===== src/rtl/multi_channel_clock_divider_pkg.sv =====
// Shared defaults and helpers for the multi-channel clock divider.
// A 100 MHz clock divided by DEFAULT_DIV_DEFAULT gives a 1 Hz wave.
package multi_channel_clock_divider_pkg;

    localparam int CNT_W_DEFAULT       = 26;
    localparam int DEFAULT_DIV_DEFAULT = 50_000_000;

    // Width of the channel index; a single-channel build still needs one bit.
    function automatic int ch_width(input int n);
        return (n <= 1) ? 1 : $clog2(n);
    endfunction

endpackage


===== src/rtl/multi_channel_clock_divider_divider_channel.sv =====
// One divider channel: a programmable divisor, an up-counter with a terminal compare,
// and registered tick/wave outputs.
module divider_channel
    import multi_channel_clock_divider_pkg::*;
#(
    parameter int CNT_W       = CNT_W_DEFAULT,
    parameter int DEFAULT_DIV = DEFAULT_DIV_DEFAULT
) (
    input  logic             clk,
    input  logic             rst,
    input  logic             en,
    input  logic             sync,
    input  logic             ld,
    input  logic [CNT_W-1:0] ld_div,
    output logic             tick,
    output logic             wave
);

    logic [CNT_W-1:0] div_q, div_d;
    logic [CNT_W-1:0] cnt_q, cnt_d;
    logic             tick_q, tick_d;
    logic             wave_q, wave_d;

    always_comb begin
        div_d  = div_q;
        cnt_d  = cnt_q;
        tick_d = 1'b0;
        wave_d = wave_q;

        if (en) begin
            if (cnt_q == div_q - CNT_W'(1)) begin
                cnt_d  = '0;
                tick_d = 1'b1;
                wave_d = ~wave_q;
            end else begin
                cnt_d = cnt_q + CNT_W'(1);
            end
        end

        // A divisor load beats a coincident terminal count; sync then clears the phase.
        if (ld) begin
            div_d  = ld_div;
            cnt_d  = '0;
            tick_d = 1'b0;
            wave_d = wave_q;
        end

        if (sync) begin
            cnt_d  = '0;
            tick_d = 1'b0;
            wave_d = 1'b0;
        end
    end

    always_ff @(posedge clk or posedge rst) begin
        if (rst) begin
            div_q  <= CNT_W'(DEFAULT_DIV);
            cnt_q  <= '0;
            tick_q <= 1'b0;
            wave_q <= 1'b0;
        end else begin
            div_q  <= div_d;
            cnt_q  <= cnt_d;
            tick_q <= tick_d;
            wave_q <= wave_d;
        end
    end

    assign tick = tick_q;
    assign wave = wave_q;

endmodule


===== src/rtl/multi_channel_clock_divider.sv =====
// NUM_CH independent clock-divider channels with a shared divisor write port,
// write validation and a global re-phase strobe.
module multi_channel_clock_divider
    import multi_channel_clock_divider_pkg::*;
#(
    parameter int  NUM_CH      = 4,
    parameter int  CNT_W       = CNT_W_DEFAULT,
    parameter int  DEFAULT_DIV = DEFAULT_DIV_DEFAULT,
    localparam int CH_W        = ch_width(NUM_CH)
) (
    input  logic              clk,
    input  logic              rst,
    input  logic [NUM_CH-1:0] en,
    input  logic              sync,
    input  logic              cfg_we,
    input  logic [CH_W-1:0]   cfg_ch,
    input  logic [CNT_W-1:0]  cfg_div,
    output logic              cfg_err,
    output logic [NUM_CH-1:0] tick,
    output logic [NUM_CH-1:0] wave
);

    logic ch_ok;
    logic div_ok;
    logic wr_ok;
    logic cfg_err_q, cfg_err_d;

    // Extra bit keeps the range check meaningful when NUM_CH is a power of two.
    assign ch_ok  = ({1'b0, cfg_ch} < (CH_W + 1)'(NUM_CH));
    assign div_ok = (cfg_div != '0);
    assign wr_ok  = cfg_we && ch_ok && div_ok;

    always_comb begin
        cfg_err_d = cfg_we && !(ch_ok && div_ok);
    end

    always_ff @(posedge clk or posedge rst) begin
        if (rst) begin
            cfg_err_q <= 1'b0;
        end else begin
            cfg_err_q <= cfg_err_d;
        end
    end

    assign cfg_err = cfg_err_q;

    for (genvar i = 0; i < NUM_CH; i++) begin : g_ch
        logic ld;
        assign ld = wr_ok && (cfg_ch == CH_W'(i));

        divider_channel #(
            .CNT_W       (CNT_W),
            .DEFAULT_DIV (DEFAULT_DIV)
        ) u_ch (
            .clk    (clk),
            .rst    (rst),
            .en     (en[i]),
            .sync   (sync),
            .ld     (ld),
            .ld_div (cfg_div),
            .tick   (tick[i]),
            .wave   (wave[i])
        );
    end

endmodule

===== config.mk =====
export PLATFORM = sky130hd
export DESIGN_NAME = multi_channel_clock_divider
export DESIGN_NICKNAME = d
export VERILOG_FILES = /design/src/rtl/multi_channel_clock_divider_pkg.sv /design/src/rtl/multi_channel_clock_divider_divider_channel.sv /design/src/rtl/multi_channel_clock_divider.sv
export SDC_FILE = /design/constraint.sdc
export NUM_CORES = 1
export LEC_CHECK = 0
export BUFFER_PORTS_ARGS = -buffer_cell sky130_fd_sc_hd__clkbuf_2
export CORE_AREA = 5 5 169 171
export DETAILED_ROUTE_END_ITERATION = 8
export DIE_AREA = 0 0 174 176
export GPL_TIMING_DRIVEN = 0
export PLACE_DENSITY = 0.77
export SLEW_MARGIN = 5
export SYNTH_ARGS = -nofsm -noshare
export SYNTH_HDL_FRONTEND = slang
export SYNTH_SLANG_ARGS = --single-unit

===== constraint.sdc =====
create_clock -name clk -period 20.6 [get_ports clk]
set_clock_uncertainty 0.1 [all_clocks]
set_input_delay 3.09 -clock clk [delete_from_list [all_inputs] [get_ports clk]]
set_output_delay 3.09 -clock clk [all_outputs]
set_load 0.005 [all_outputs]

# After elaboration in Yosys (flattened, before gate mapping)
# Cells that the tools add are included.
# word_totals
wordCells	113
regBits	217
in_bits	36
output_inout_bits	9
# classes
n_addsub	8
n_eq_ne	11
bitwise_logic	4
n_reduce_logical	25
n_mux	48
# op_table
cell	count
26-bit two-way mux	16
26-bit by 1-bit adder with 26-bit output (second input constant)	4
26-bit equality test	4
26-bit by 1-bit subtractor with 26-bit output (second input constant)	4
1-bit two-way mux	32
26-bit nonzero test	1
2-bit nonzero test	8
3-bit AND reduction	4
3-bit nonzero test	4
2-bit inequality test (second input constant)	4
1-bit logical AND	6
2-bit equality test (second input constant)	2
1-bit NOT	4
2-bit by 1-bit equality test with 1-bit output (second input constant)	1
2-bit logical NOT	1
1-bit logical NOT	1

# Longest topological paths before layout
# logic_depth
depth_word	6
ltp_mapped	14

# Modules after synthesis
# Synthesis repeated with hierarchy kept, for this count alone.
# hier_totals
hier_cells	1503
hier_area_um2	14313.7
# by_module_without_submodules
module	seq_area_each_um2	instances	area_each_um2	cells_each
divider_channel (g_ch[0].u_ch ...)	1366.3	3	3539.6	371
divider_channel (g_ch[3].u_ch)	1366.3	1	3535.9	369
multi_channel_clock_divider	25.0	1	158.9	21

# Worst setup path before layout
# No wires, ideal clock.
# synth_path
kind	input-to-reg
startpoint	input port cfg_div[13]
endpoint	register g_ch[2].u_ch.div_q[0]
slack_ns	15.473
t_arrival_ns	4.902
required_ns	20.375
path_stages	7
path_buffers	2
path_cell_list	nor4_1 nand4_1 o21ai_0 or3_1 clkbuf_1 buf_1 mux2_2
# synth_between
elab_chain_cells	3
# synth_lines
item	line	text
start, declared	multi_channel_clock_divider.sv:17	input logic [CNT_W-1:0] cfg_div,
26-bit nonzero test	multi_channel_clock_divider.sv:30	assign div_ok = (cfg_div != '0);
1-bit logical AND	multi_channel_clock_divider.sv:31	assign wr_ok = cfg_we && ch_ok && div_ok;
1-bit logical AND	multi_channel_clock_divider.sv:49	assign ld = wr_ok && (cfg_ch == CH_W'(i));
end signal, assigned	multi_channel_clock_divider_divider_channel.sv:57	div_q <= CNT_W'(DEFAULT_DIV);
end signal, assigned	multi_channel_clock_divider_divider_channel.sv:62	div_q <= div_d;
end, declared	multi_channel_clock_divider_divider_channel.sv:19	logic [CNT_W-1:0] div_q, div_d;
# Every way passes these cells.
# A chain may end at the register's enable or synchronous reset.

# Worst setup path in the final report
# layout_path
startpoint	input port cfg_div[14]
endpoint	register g_ch[3].u_ch.cnt_q[15]
# layout_between
elab_chain_cells	5
word_cells_on_any_way	6
cone_classes	2 x mux; 4 x reduce/logical
# layout_lines
item	line	text
26-bit nonzero test *	multi_channel_clock_divider.sv:30	
1-bit logical AND *	multi_channel_clock_divider.sv:31	
1-bit logical AND *	multi_channel_clock_divider.sv:49	
26-bit two-way mux	multi_channel_clock_divider_divider_channel.sv:41	if (ld) begin
26-bit two-way mux	multi_channel_clock_divider_divider_channel.sv:48	if (sync) begin
end signal, assigned	multi_channel_clock_divider_divider_channel.sv:63	cnt_q <= cnt_d;
end, declared	multi_channel_clock_divider_divider_channel.sv:20	logic [CNT_W-1:0] cnt_q, cnt_d;
# Mark *: on every way between the ends. The rest lies on a longest branch, timed or not.

==> results.md <==
* Worst vdd ir at 0.0000752 V
* Crit-path slowest cell: o2111ai_1
* Final Max Tran Viols at 0
* Fill cells at 2323
* Synth Net Count at between 1500 and 2000
* TritonCTS Sinks at 217
* WL final at 38.1 mm
* Drt pass-1 iters at 5
* Initial Util at 0.535
* Sw frac at 0.300
* Largest cells by area after synthesis: dfrtp_1 30%, dfstp_2 8.8%, mux2_2 7.9%
* Final setup vio count at 0
* Setup TNS at 0 ns
* # IOs at between 40 and 50
* CTS Buffer Depth at 3
* Cell variety after synth at 75
* Critical path type: in -> reg
* Ant. Diodes at 0
* Worst-path clk slew at 0.06 ns
* Comb power frac at 0.191
* Yosys reg bits at 217
* TritonCTS buffer count at 25
* Most used DFF post-synth: dfrtp_1
* GRT Total Usage at 0.244
* Int Pwr at 0.000876 W
* Row count at 60
* Max_cap viols at 0
* Post-CTS sizing at 0
* Sequential fraction of the synthesis area at 0.384
* GRT overflow at 0
* Share of flip-flops with an asynchronous set or reset at 1.00
* Number of enable flip-flop cells after synthesis at 0
* Status: finished, final reports clean
* Area delta synth->final at 10.9%
* Hold buffers post-CTS at 0
* Core box area at 26700 sq um
* Drt drc at 0
* Sequential Power Share at 0.431
* Initial antenna violation count at 0
* Die footprint at 30600 sq um
* Buffer and inverter count on the worst path at 3
* Die width at roughly 170 microns
* Port Buffers at 44
* Post-route insts no fill at 2000
* Die height at 176 microns
* Pleak at 6.02 nW
* Final period utilization at 0.272
* CTS root buffer: clkbuf_16
* Crit-path leading delay family: compound AO/OA/AOI/OAI gates
* Hold slack at roughly 0.46 ns
* Initial DRC count at approximately 1100
* Worst EP arrival at 5.93 ns
* Clock share of power at 0.378
* Placed Cells at about 2000
* CP endpoint kind: register
* Number of global-route vias before repair at 12300
* Achievable frequency at 178 MHz
* Antenna Nets Post-Route at 0
* Hold crit path type: reg -> reg
* Post-Syn Area per Cell at ~9.1 sq um
* Syn Inst Count at 1569
* Syn. warnings at 0
* Dpl hpwl at 27.6 mm
* CP dominant cell by count: clkbuf_1
* Final weighted congestion in routability-driven placement at 0.908
* Clock latency on the worst-skew pair at about 0.53 ns
* Cell Chain, Critical Path: clkbuf_2 > nor4_1 > nand4_1 > o2111ai_1 > and3_1 > clkbuf_1 > o21ai_0 > clkbuf_1 > o41ai_1
* Share of cells above drive strength 1 at 0.169
* Critical Path RT at 20.92 ns
* Synthesized area at 14300 sq um
* Fin crit period at 5.61 ns
* Final Hold Viols at 0
* TritonCTS clock tree: done
* Fin nets at 1685
* Actual slew at the worst max-slew pin at 0.974 ns
* First-pass GRT wire length at 62.7 mm
* Pin count of the biggest net entering global routing at roughly 120
* Area leader, netlist: dfrtp_1
* Crit Path Max Fanout at 10
* Via/cell ratio at 6.36
* Area share of the largest cell type after synthesis at 0.296
* H-tree Lvls at 1
* RSZ-0062 raised after global routing: no
* P_sw at approximately 0.00038 W
* Routed WL per cell at approximately 19 microns
* Max stage delay on crit path at 0.49 ns
* Via count at 12700
* Slew headroom at 0.345
* Power per cell area at 79.0 nW/um^2
* Setup bufs post-CTS at 0
* Startpoint types: input pin
-- cell usage after synthesis, types with 11 or more instances --
cell        n
nand2_1   166
dfstp_2    48
xor2_1     86
nor2_1    106
or2_2      11
o311ai_0   11
clkbuf_1   66
dfrtp_1   169
nor4_1     35
or4_1      16
a21oi_1    27
nor3_1     86
nand3_1    57
or3_1      22
and3_1     31
xnor2_1    83
o21ai_0    46
inv_1      37
and4_1     11
mux2_2    100
nand2b_1   14
nand4_1    54
o211ai_1   50
nand3b_1   11
nor3b_1    12
-- sequential cells by signal (all words and copies together), names as in the netlist --
signal and cells:
g_ch.u_ch.cnt_q 104, g_ch.u_ch.div_q 104, g_ch.u_ch.tick 4, g_ch.u_ch.wave 4
cfg_err 1
-- cell usage in the layout (no fill, tap or decap), drive strengths merged, types with 16 or more instances in the layout --
cell type and n:
or4 16, nor3 88, xor2 86, or3 22
nor2 106, inv 37, dfstp 48, nor4 40
nand3 57, nand2 166, and3 31, xnor2 83
a21oi 27, clkbuf 144, mux2 100, buf 26
nand4 54, o21ai 49, o211ai 50, dfrtp 169
-- cell families after synthesis --
group,Yosys count,synth area share
and+or+nand+nor,683,0.254
DFF,217,0.384
adders and majority gates,8,0.00700
buffers and inverters,129,0.0376
xor gates and xnor gates,169,0.104
AOI/OAI and AO/OA,262,0.134
muxes,101,0.0795
-- power by group through the flow --
stage,Sequential [W],Clock (W),Combinational [W]
final,0.000539,0.000473,0.000240
after global routing,0.000546,0.000499,0.000263
after CTS,0.000538,0.000482,0.000236
after detailed placement,0.000545,0,0.000234
after global placement,0.000543,0,0.000225
after floorplan,0.000528,0,0.000184
-- through the flow --
step | utilization | cell area, sq um | total power [W] | setup slack (ns)
after floorplan | - | 14300 | 0.000711 | 11.55
after global routing | 0.593 | 15900 | 0.00131 | 14.73
after CTS | 0.593 | 15900 | 0.00126 | 15.11
final | 0.593 | 15900 | 0.00125 | 14.99
after global placement | 0.559 | 14900 | 0.000767 | 9.11
after detailed placement | 0.560 | 15000 | 0.000779 | 14.61
-- path summary, 6_finish.rpt --
kind,startpoint,endpoint,slack [ns],cells past startpoint
setup / recovery,cfg_div[14],g_ch[3].u_ch.cnt_q[15],14.99,9
hold / removal,g_ch[1].u_ch.div_q[24],g_ch[1].u_ch.div_q[24],0.46,1
setup reg to reg,g_ch[1].u_ch.div_q[0],g_ch[1].u_ch.cnt_q[14],16.49,14
hold reg to reg,g_ch[1].u_ch.div_q[24],g_ch[1].u_ch.div_q[24],0.46,1
max in group asynchronous,rst,g_ch[2].u_ch.div_q[25],16.79,3
min in group asynchronous,rst,g_ch[0].u_ch.cnt_q[19],2.65,2
-- layer usage --
layer,global-route usage,share of wire
met2,0.395,0.46
met3,0.0351,0.072
met1,0.343,0.44
met5,0,0
met4,0.0723,0.029
-- area by class of cell --
type,instances,area [sq um],share of cell area
tap,341,427,0.0269
clock buffer,34,709,0.0448
inverter,38,150,0.00947
timing repair buffer,45,248,0.0156
buffer,91,394,0.0249
sequential,217,5490,0.346
clock inverter,11,168,0.0106
multi-input combinational,1223,8260,0.521
Note: power is estimated with default switching activity, not from simulation.
